==> config.mk <==
export PLATFORM = sky130hd
export DESIGN_NAME = uart_top
export DESIGN_NICKNAME = d
export VERILOG_FILES = /design/src/rtl/uart_top.sv
export SDC_FILE = /design/constraint.sdc
export NUM_CORES = 1
export LEC_CHECK = 0
export CAP_MARGIN = 20
export CORE_UTILIZATION = 63
export DETAILED_ROUTE_END_ITERATION = 16
export GPL_TIMING_DRIVEN = 1
export PLACE_DENSITY = 0.85
export RECOVER_POWER = 25
export SYNTH_ARGS = -nofsm -noshare
export SYNTH_HDL_FRONTEND = slang
export SYNTH_SLANG_ARGS = --single-unit
==> constraint.sdc <==
create_clock -name clk -period 5.5 [get_ports clk]
set_input_delay 0.825 -clock clk [delete_from_list [all_inputs] [get_ports clk]]
set_output_delay 0.825 -clock clk [all_outputs]
set_load 0.005 [all_outputs]
==> src/rtl/uart_top.sv <==
// uart_top: full-duplex 8N1 UART, one transmitter and one receiver on clk.
// Bit time is CLKS_PER_BIT = CLK_FREQ / BAUD_RATE clock cycles (truncating).
// Optional macro UART_PARITY_EN adds an even parity bit after data bit 7
// (11-bit frame); frames with a parity mismatch are dropped on receive.
//
// TX state | meaning
// INIT     | line high for one bit time after reset, tx_busy held high
// IDLE     | ready, waiting for tx_start
// START    | driving the start bit (0)
// DATA     | driving data bits 0..7, LSB first
// PARITY   | driving the even parity bit (UART_PARITY_EN only)
// STOP     | driving the stop bit (1)
//
// RX state | meaning
// IDLE     | waiting for the synchronized line to go low
// START    | half a bit time in, confirm the start bit or reject a glitch
// DATA     | sampling data bits mid-bit, LSB first
// PARITY   | sampling the parity bit mid-bit (UART_PARITY_EN only)
// STOP     | sampling the stop bit; on a framing error wait for line high
module uart_top #(
    parameter int CLK_FREQ  = 50000000,
    parameter int BAUD_RATE = 115200
) (
    input  logic       clk,
    input  logic       rst_n,
    input  logic [7:0] tx_data_in,
    input  logic       tx_start,
    output logic       uart_tx_out,
    input  logic       uart_rx_in,
    output logic [7:0] rx_data_out,
    output logic       rx_data_valid,
    output logic       tx_busy
);

    localparam int CLKS_PER_BIT = CLK_FREQ / BAUD_RATE;
    localparam int CW           = (CLKS_PER_BIT > 2) ? $clog2(CLKS_PER_BIT) : 1;
    localparam logic [CW-1:0] BIT_LAST  = CW'(CLKS_PER_BIT - 1);
    localparam logic [CW-1:0] HALF_LAST = CW'(CLKS_PER_BIT / 2 - 1);
    localparam logic [CW-1:0] CNT_ONE   = CW'(1);

    typedef enum logic [2:0] {
        TX_INIT,
        TX_IDLE,
        TX_START,
        TX_DATA,
`ifdef UART_PARITY_EN
        TX_PARITY,
`endif
        TX_STOP
    } tx_state_t;

    typedef enum logic [2:0] {
        RX_IDLE,
        RX_START,
        RX_DATA,
`ifdef UART_PARITY_EN
        RX_PARITY,
`endif
        RX_STOP
    } rx_state_t;

    tx_state_t      r_tx_state;
    logic [CW-1:0]  r_tx_cnt;
    logic [7:0]     r_tx_shift;
    logic [2:0]     r_tx_idx;
    logic           r_tx_out;
    logic           r_tx_busy;
`ifdef UART_PARITY_EN
    logic           r_tx_par;
    logic           r_rx_perr;
`endif

    rx_state_t      r_rx_state;
    logic [CW-1:0]  r_rx_cnt;
    logic [7:0]     r_rx_shift;
    logic [2:0]     r_rx_idx;
    logic           r_rx_ferr;
    logic           r_rx_meta;
    logic           r_rx_sync;
    logic [7:0]     r_rx_data;
    logic           r_rx_valid;
    logic           w_rx_frame_ok;

    assign uart_tx_out   = r_tx_out;
    assign tx_busy       = r_tx_busy;
    assign rx_data_out   = r_rx_data;
    assign rx_data_valid = r_rx_valid;

    // Transmit FSM: one down-counter per bit time, shift register feeds the line LSB first.
    always_ff @(posedge clk or negedge rst_n) begin
        if (!rst_n) begin
            r_tx_state <= TX_INIT;
            r_tx_cnt   <= BIT_LAST;
            r_tx_shift <= 8'h00;
            r_tx_idx   <= 3'd0;
            r_tx_out   <= 1'b1;
            r_tx_busy  <= 1'b1;
`ifdef UART_PARITY_EN
            r_tx_par   <= 1'b0;
`endif
        end else begin
            case (r_tx_state)
                TX_INIT: begin
                    if (r_tx_cnt == '0) begin
                        r_tx_state <= TX_IDLE;
                        r_tx_busy  <= 1'b0;
                    end else begin
                        r_tx_cnt <= r_tx_cnt - CNT_ONE;
                    end
                end
                TX_IDLE: begin
                    if (tx_start) begin
                        r_tx_shift <= tx_data_in;
`ifdef UART_PARITY_EN
                        r_tx_par   <= ^tx_data_in;
`endif
                        r_tx_busy  <= 1'b1;
                        r_tx_out   <= 1'b0;
                        r_tx_cnt   <= BIT_LAST;
                        r_tx_state <= TX_START;
                    end
                end
                TX_START: begin
                    if (r_tx_cnt == '0) begin
                        r_tx_out   <= r_tx_shift[0];
                        r_tx_shift <= r_tx_shift >> 1;
                        r_tx_idx   <= 3'd0;
                        r_tx_cnt   <= BIT_LAST;
                        r_tx_state <= TX_DATA;
                    end else begin
                        r_tx_cnt <= r_tx_cnt - CNT_ONE;
                    end
                end
                TX_DATA: begin
                    if (r_tx_cnt == '0) begin
                        r_tx_cnt <= BIT_LAST;
                        if (r_tx_idx == 3'd7) begin
`ifdef UART_PARITY_EN
                            r_tx_out   <= r_tx_par;
                            r_tx_state <= TX_PARITY;
`else
                            r_tx_out   <= 1'b1;
                            r_tx_state <= TX_STOP;
`endif
                        end else begin
                            r_tx_out   <= r_tx_shift[0];
                            r_tx_shift <= r_tx_shift >> 1;
                            r_tx_idx   <= r_tx_idx + 3'd1;
                        end
                    end else begin
                        r_tx_cnt <= r_tx_cnt - CNT_ONE;
                    end
                end
`ifdef UART_PARITY_EN
                TX_PARITY: begin
                    if (r_tx_cnt == '0) begin
                        r_tx_out   <= 1'b1;
                        r_tx_cnt   <= BIT_LAST;
                        r_tx_state <= TX_STOP;
                    end else begin
                        r_tx_cnt <= r_tx_cnt - CNT_ONE;
                    end
                end
`endif
                TX_STOP: begin
                    if (r_tx_cnt == '0) begin
                        r_tx_busy  <= 1'b0;
                        r_tx_state <= TX_IDLE;
                    end else begin
                        r_tx_cnt <= r_tx_cnt - CNT_ONE;
                    end
                end
                default: begin
                    r_tx_out   <= 1'b1;
                    r_tx_busy  <= 1'b1;
                    r_tx_cnt   <= BIT_LAST;
                    r_tx_state <= TX_INIT;
                end
            endcase
        end
    end

    // Two-flop synchronizer on the serial input; the line reads as idle (1) in reset.
    always_ff @(posedge clk or negedge rst_n) begin
        if (!rst_n) begin
            r_rx_meta <= 1'b1;
            r_rx_sync <= 1'b1;
        end else begin
            r_rx_meta <= uart_rx_in;
            r_rx_sync <= r_rx_meta;
        end
    end

`ifdef UART_PARITY_EN
    assign w_rx_frame_ok = !r_rx_ferr && !r_rx_perr;
`else
    assign w_rx_frame_ok = !r_rx_ferr;
`endif

    // Receive FSM: start bit confirmed at half a bit, then every bit sampled mid-bit.
    always_ff @(posedge clk or negedge rst_n) begin
        if (!rst_n) begin
            r_rx_state <= RX_IDLE;
            r_rx_cnt   <= '0;
            r_rx_shift <= 8'h00;
            r_rx_idx   <= 3'd0;
            r_rx_ferr  <= 1'b0;
            r_rx_data  <= 8'h00;
            r_rx_valid <= 1'b0;
`ifdef UART_PARITY_EN
            r_rx_perr  <= 1'b0;
`endif
        end else begin
            r_rx_valid <= 1'b0;
            case (r_rx_state)
                RX_IDLE: begin
                    r_rx_ferr <= 1'b0;
                    if (!r_rx_sync) begin
                        r_rx_cnt   <= HALF_LAST;
                        r_rx_state <= RX_START;
                    end
                end
                RX_START: begin
                    if (r_rx_cnt == '0) begin
                        if (r_rx_sync) begin
                            r_rx_state <= RX_IDLE;
                        end else begin
                            r_rx_cnt   <= BIT_LAST;
                            r_rx_idx   <= 3'd0;
                            r_rx_state <= RX_DATA;
                        end
                    end else begin
                        r_rx_cnt <= r_rx_cnt - CNT_ONE;
                    end
                end
                RX_DATA: begin
                    if (r_rx_cnt == '0) begin
                        r_rx_shift <= {r_rx_sync, r_rx_shift[7:1]};
                        r_rx_cnt   <= BIT_LAST;
                        if (r_rx_idx == 3'd7) begin
`ifdef UART_PARITY_EN
                            r_rx_state <= RX_PARITY;
`else
                            r_rx_state <= RX_STOP;
`endif
                        end else begin
                            r_rx_idx <= r_rx_idx + 3'd1;
                        end
                    end else begin
                        r_rx_cnt <= r_rx_cnt - CNT_ONE;
                    end
                end
`ifdef UART_PARITY_EN
                RX_PARITY: begin
                    if (r_rx_cnt == '0) begin
                        r_rx_perr  <= r_rx_sync ^ (^r_rx_shift);
                        r_rx_cnt   <= BIT_LAST;
                        r_rx_state <= RX_STOP;
                    end else begin
                        r_rx_cnt <= r_rx_cnt - CNT_ONE;
                    end
                end
`endif
                RX_STOP: begin
                    // A low stop bit marks the frame bad; the counter parks at zero
                    // so the line is polled until it returns high.
                    if (r_rx_cnt != '0) begin
                        r_rx_cnt <= r_rx_cnt - CNT_ONE;
                    end else if (r_rx_sync) begin
                        if (w_rx_frame_ok) begin
                            r_rx_data  <= r_rx_shift;
                            r_rx_valid <= 1'b1;
                        end
                        r_rx_ferr  <= 1'b0;
                        r_rx_state <= RX_IDLE;
                    end else begin
                        r_rx_ferr <= 1'b1;
                    end
                end
                default: begin
                    r_rx_state <= RX_IDLE;
                end
            endcase
        end
    end

endmodule

==> metrics <==
fin crit period 3268 ps; Worst EP required 5290 ps; Post-CTS Setup Bufs 0; detailed placement HPWL approximately 4.4 mm; vias per cell 6.347; CTS clock-pin slew for the worst setup and hold paths 70 ps; met2 Track Usage GR roughly two fifths; arrival time worst endpoint 3060 ps; Pre-antenna DRT Iters 6; placed cells ~380; Worst Clk Skew 10.18 ps; Worst Setup End Kind async pin; failing checks max-capacitance violations, max-slew violations; period utilization 59.41%; P&R area growth vs syn 13.19%; wire per inst 16.55 um; vias in the first global route 2323; fill count 333; row count 25; Remaining Overflow, GRT 0; reg-to-reg slack, setup 2950 ps; busiest grt layer met2; Worst setup SP type input port; CP bufs+invs 2; Post-synth EDFFs 0; DIE WIDTH 73.33 um; Seq/Total Area, Yosys 46.41%; Synth warnings 0; flops & latches, synth 59; starting density of the core 66.55%; largest fanout on the critical path 59; CTS H-Tree Depth 3; largest net degree at the start of global routing 60; Synth Area per Inst 10.76 um^2; cell-by-cell trace of the critical path buf_2 > clkbuf_1; Fin. Hold Viols 0; final core occ 75.32%; drt drc 0; Core Area ~4800 um^2; dominant cells by area after synthesis dfrtp_1, mux2_2, dfstp_2; Yosys top cell by area dfrtp_1; CTS tree done; setup TNS 0 ps; outcome finished, violations left; most common cell after layout, fill and taps aside dfrtp_1; Slew Limit Fails 60; Port Buffers 22; layout cell share with drive strength beyond 1 21.85%; register area around 1500 um^2; Critical Path Max Stage Delay 2120 ps; Slew @ Worst Pin 3024 ps; remaining antenna violation count 0; diode count 0; Leak between 1.5 and 2 nW; drt total wl between 6 and 7 mm; first-pass GRT wire length 10.56 mm; fin cells 392; met3 usage 5.487%; Hold Path Class reg2reg; Post-Syn Area 3206 um^2; initial detailed-routing violation count around 270; Cells after Synth 298; normalized max-slew margin -101.6%; PostCTS Resize Cnt 0; Main synth FF type dfrtp_1; top-level port count 23; CTS Hold Bufs 0; Setup WS pre-CTS 2857 ps; hold_ws 351.4 ps; GR Util All Layers about a quarter; full die area about 5400 um^2; Unique masters post-synth 62; initial antenna violation count 0; asr flop ratio synth 100.0%; Multi-input gate area 1580 um^2; RSZ-0062 raised after global routing no; commonest cells after routing, fill and taps aside dfrtp_1, mux2_2, nand2_1; design area ~3600 um^2; critical path class in2async; Pwr Density 239.0 nW/um^2; max_cap viols 1; TritonCTS Buffers 9; Die Span Y 73.33 um; GPL Wtd Cong 0.8893; fmax 306.0 MHz; post-synth top area share 39.03%; clock latency at the later pin of the worst-skew pair 350 ps; final setup fails 0; PnR worst setup slack 2232 ps; placed cell areas around 3400 um^2; Mapped Nets 320; via count 2488; cell family with most CP delay buffers and inverters; met1 Use GR 34.43%; Total Power 0.8671 mW; VDD IR max 0.2868 mV; Nets 342; buffer depth of the longest clock path 2; clk root buf clkbuf_8; clk sinks between 50 and 60; crit path max-delay cell type clkbuf_1
-- area by class of cell --
class | count | area share, %
multi-input cells | 212 | 43.55
flip-flops and latches | 59 | 41.00
repair buffers | 23 | 6.034
clock buffers | 9 | 3.414
well taps | 67 | 2.310
clock inverters | 7 | 2.138
inverters | 15 | 1.552
-- report_power, final --
part / total [mW] / switching [mW] / internal, mW / leakage, nW
sequential: 0.441 / 0.00246 / 0.438 / 0.731
clock: 0.404 / 0.192 / 0.212 / 0.0998
combinational: 0.0225 / 0.0115 / 0.0110 / 0.769
total: 0.867 / 0.206 / 0.661 / 1.60
-- layer usage --
| layer | part of all wire (%) | vias to the layer above | routed length [um] |
|---|---|---|---|
| li1 | - | 1160 | - |
| met1 | 46 | 1205 | 2965 |
| met2 | 46 | 104 | 2987 |
| met3 | 5.5 | 19 | 358 |
| met4 | 2.7 | 0 | 175 |
| met5 | 0 | - | 0 |
-- cells by family (layout without fill, tap and decap cells) --
| logic type | Yosys count | after routing | synth area share [%] |
|---|---|---|---|
| XOR/XNOR | 1 | 1 | 0.2733 |
| flip-flops | 59 | 59 | 46.41 |
| AO/OA/AOI/OAI | 77 | 77 | 17.33 |
| AND/OR/NAND/NOR | 91 | 91 | 16.24 |
| buffers and inverters | 27 | 54 | 4.293 |
| multiplexers | 33 | 33 | 11.55 |
| adder cells (fa/ha/maj) | 10 | 10 | 3.903 |
-- worst paths after layout --
path | start | endpoint | depth (start not counted)
max | rst_n | r_rx_shift[1] | 2
min | r_rx_meta | r_rx_sync | 0
min in group asynchronous | rst_n | r_rx_cnt[7] | 2
max reg2reg | r_rx_cnt[0] | r_rx_cnt[3] | 6
max in group clk | r_rx_cnt[0] | r_rx_cnt[3] | 6
min reg2reg | r_rx_meta | r_rx_sync | 0
-- cell usage after synthesis (2+ instances only) --
master	n
a21oi_1	8
nand2_1	24
dfstp_2	9
a2bb2oi_1	4
o22ai_1	5
mux2_2	32
or2_2	2
clkbuf_1	7
a211o_1	2
nor3b_1	4
o22a_1	2
o211a_1	2
o21ai_0	21
nand3_1	8
or4_1	3
dfrtp_1	50
nor2b_1	2
o211ai_1	2
o41ai_1	3
a21boi_0	4
nand4_1	3
nor2_1	12
nor3_1	9
buf_6	3
inv_1	15
nor4_1	3
a211oi_1	2
or3_1	2
a31oi_1	3
nor4b_1	2
a22o_1	4
nand2b_1	4
ha_1	10
o311ai_0	2
or4b_1	3
-- state kept, by name, summed over array words and instances (netlist names) --
name / cells
r_rx_shift: 8
rx_data_out: 8
r_rx_meta: 1
r_rx_idx: 3
r_tx_shift: 8
r_rx_state: 2
r_rx_sync: 1
r_tx_idx: 3
uart_tx_out: 1
rx_data_valid: 1
r_tx_cnt: 9
r_rx_cnt: 9
r_tx_state: 3
r_rx_ferr: 1
tx_busy: 1
Note: power is estimated with default switching activity, not from simulation.
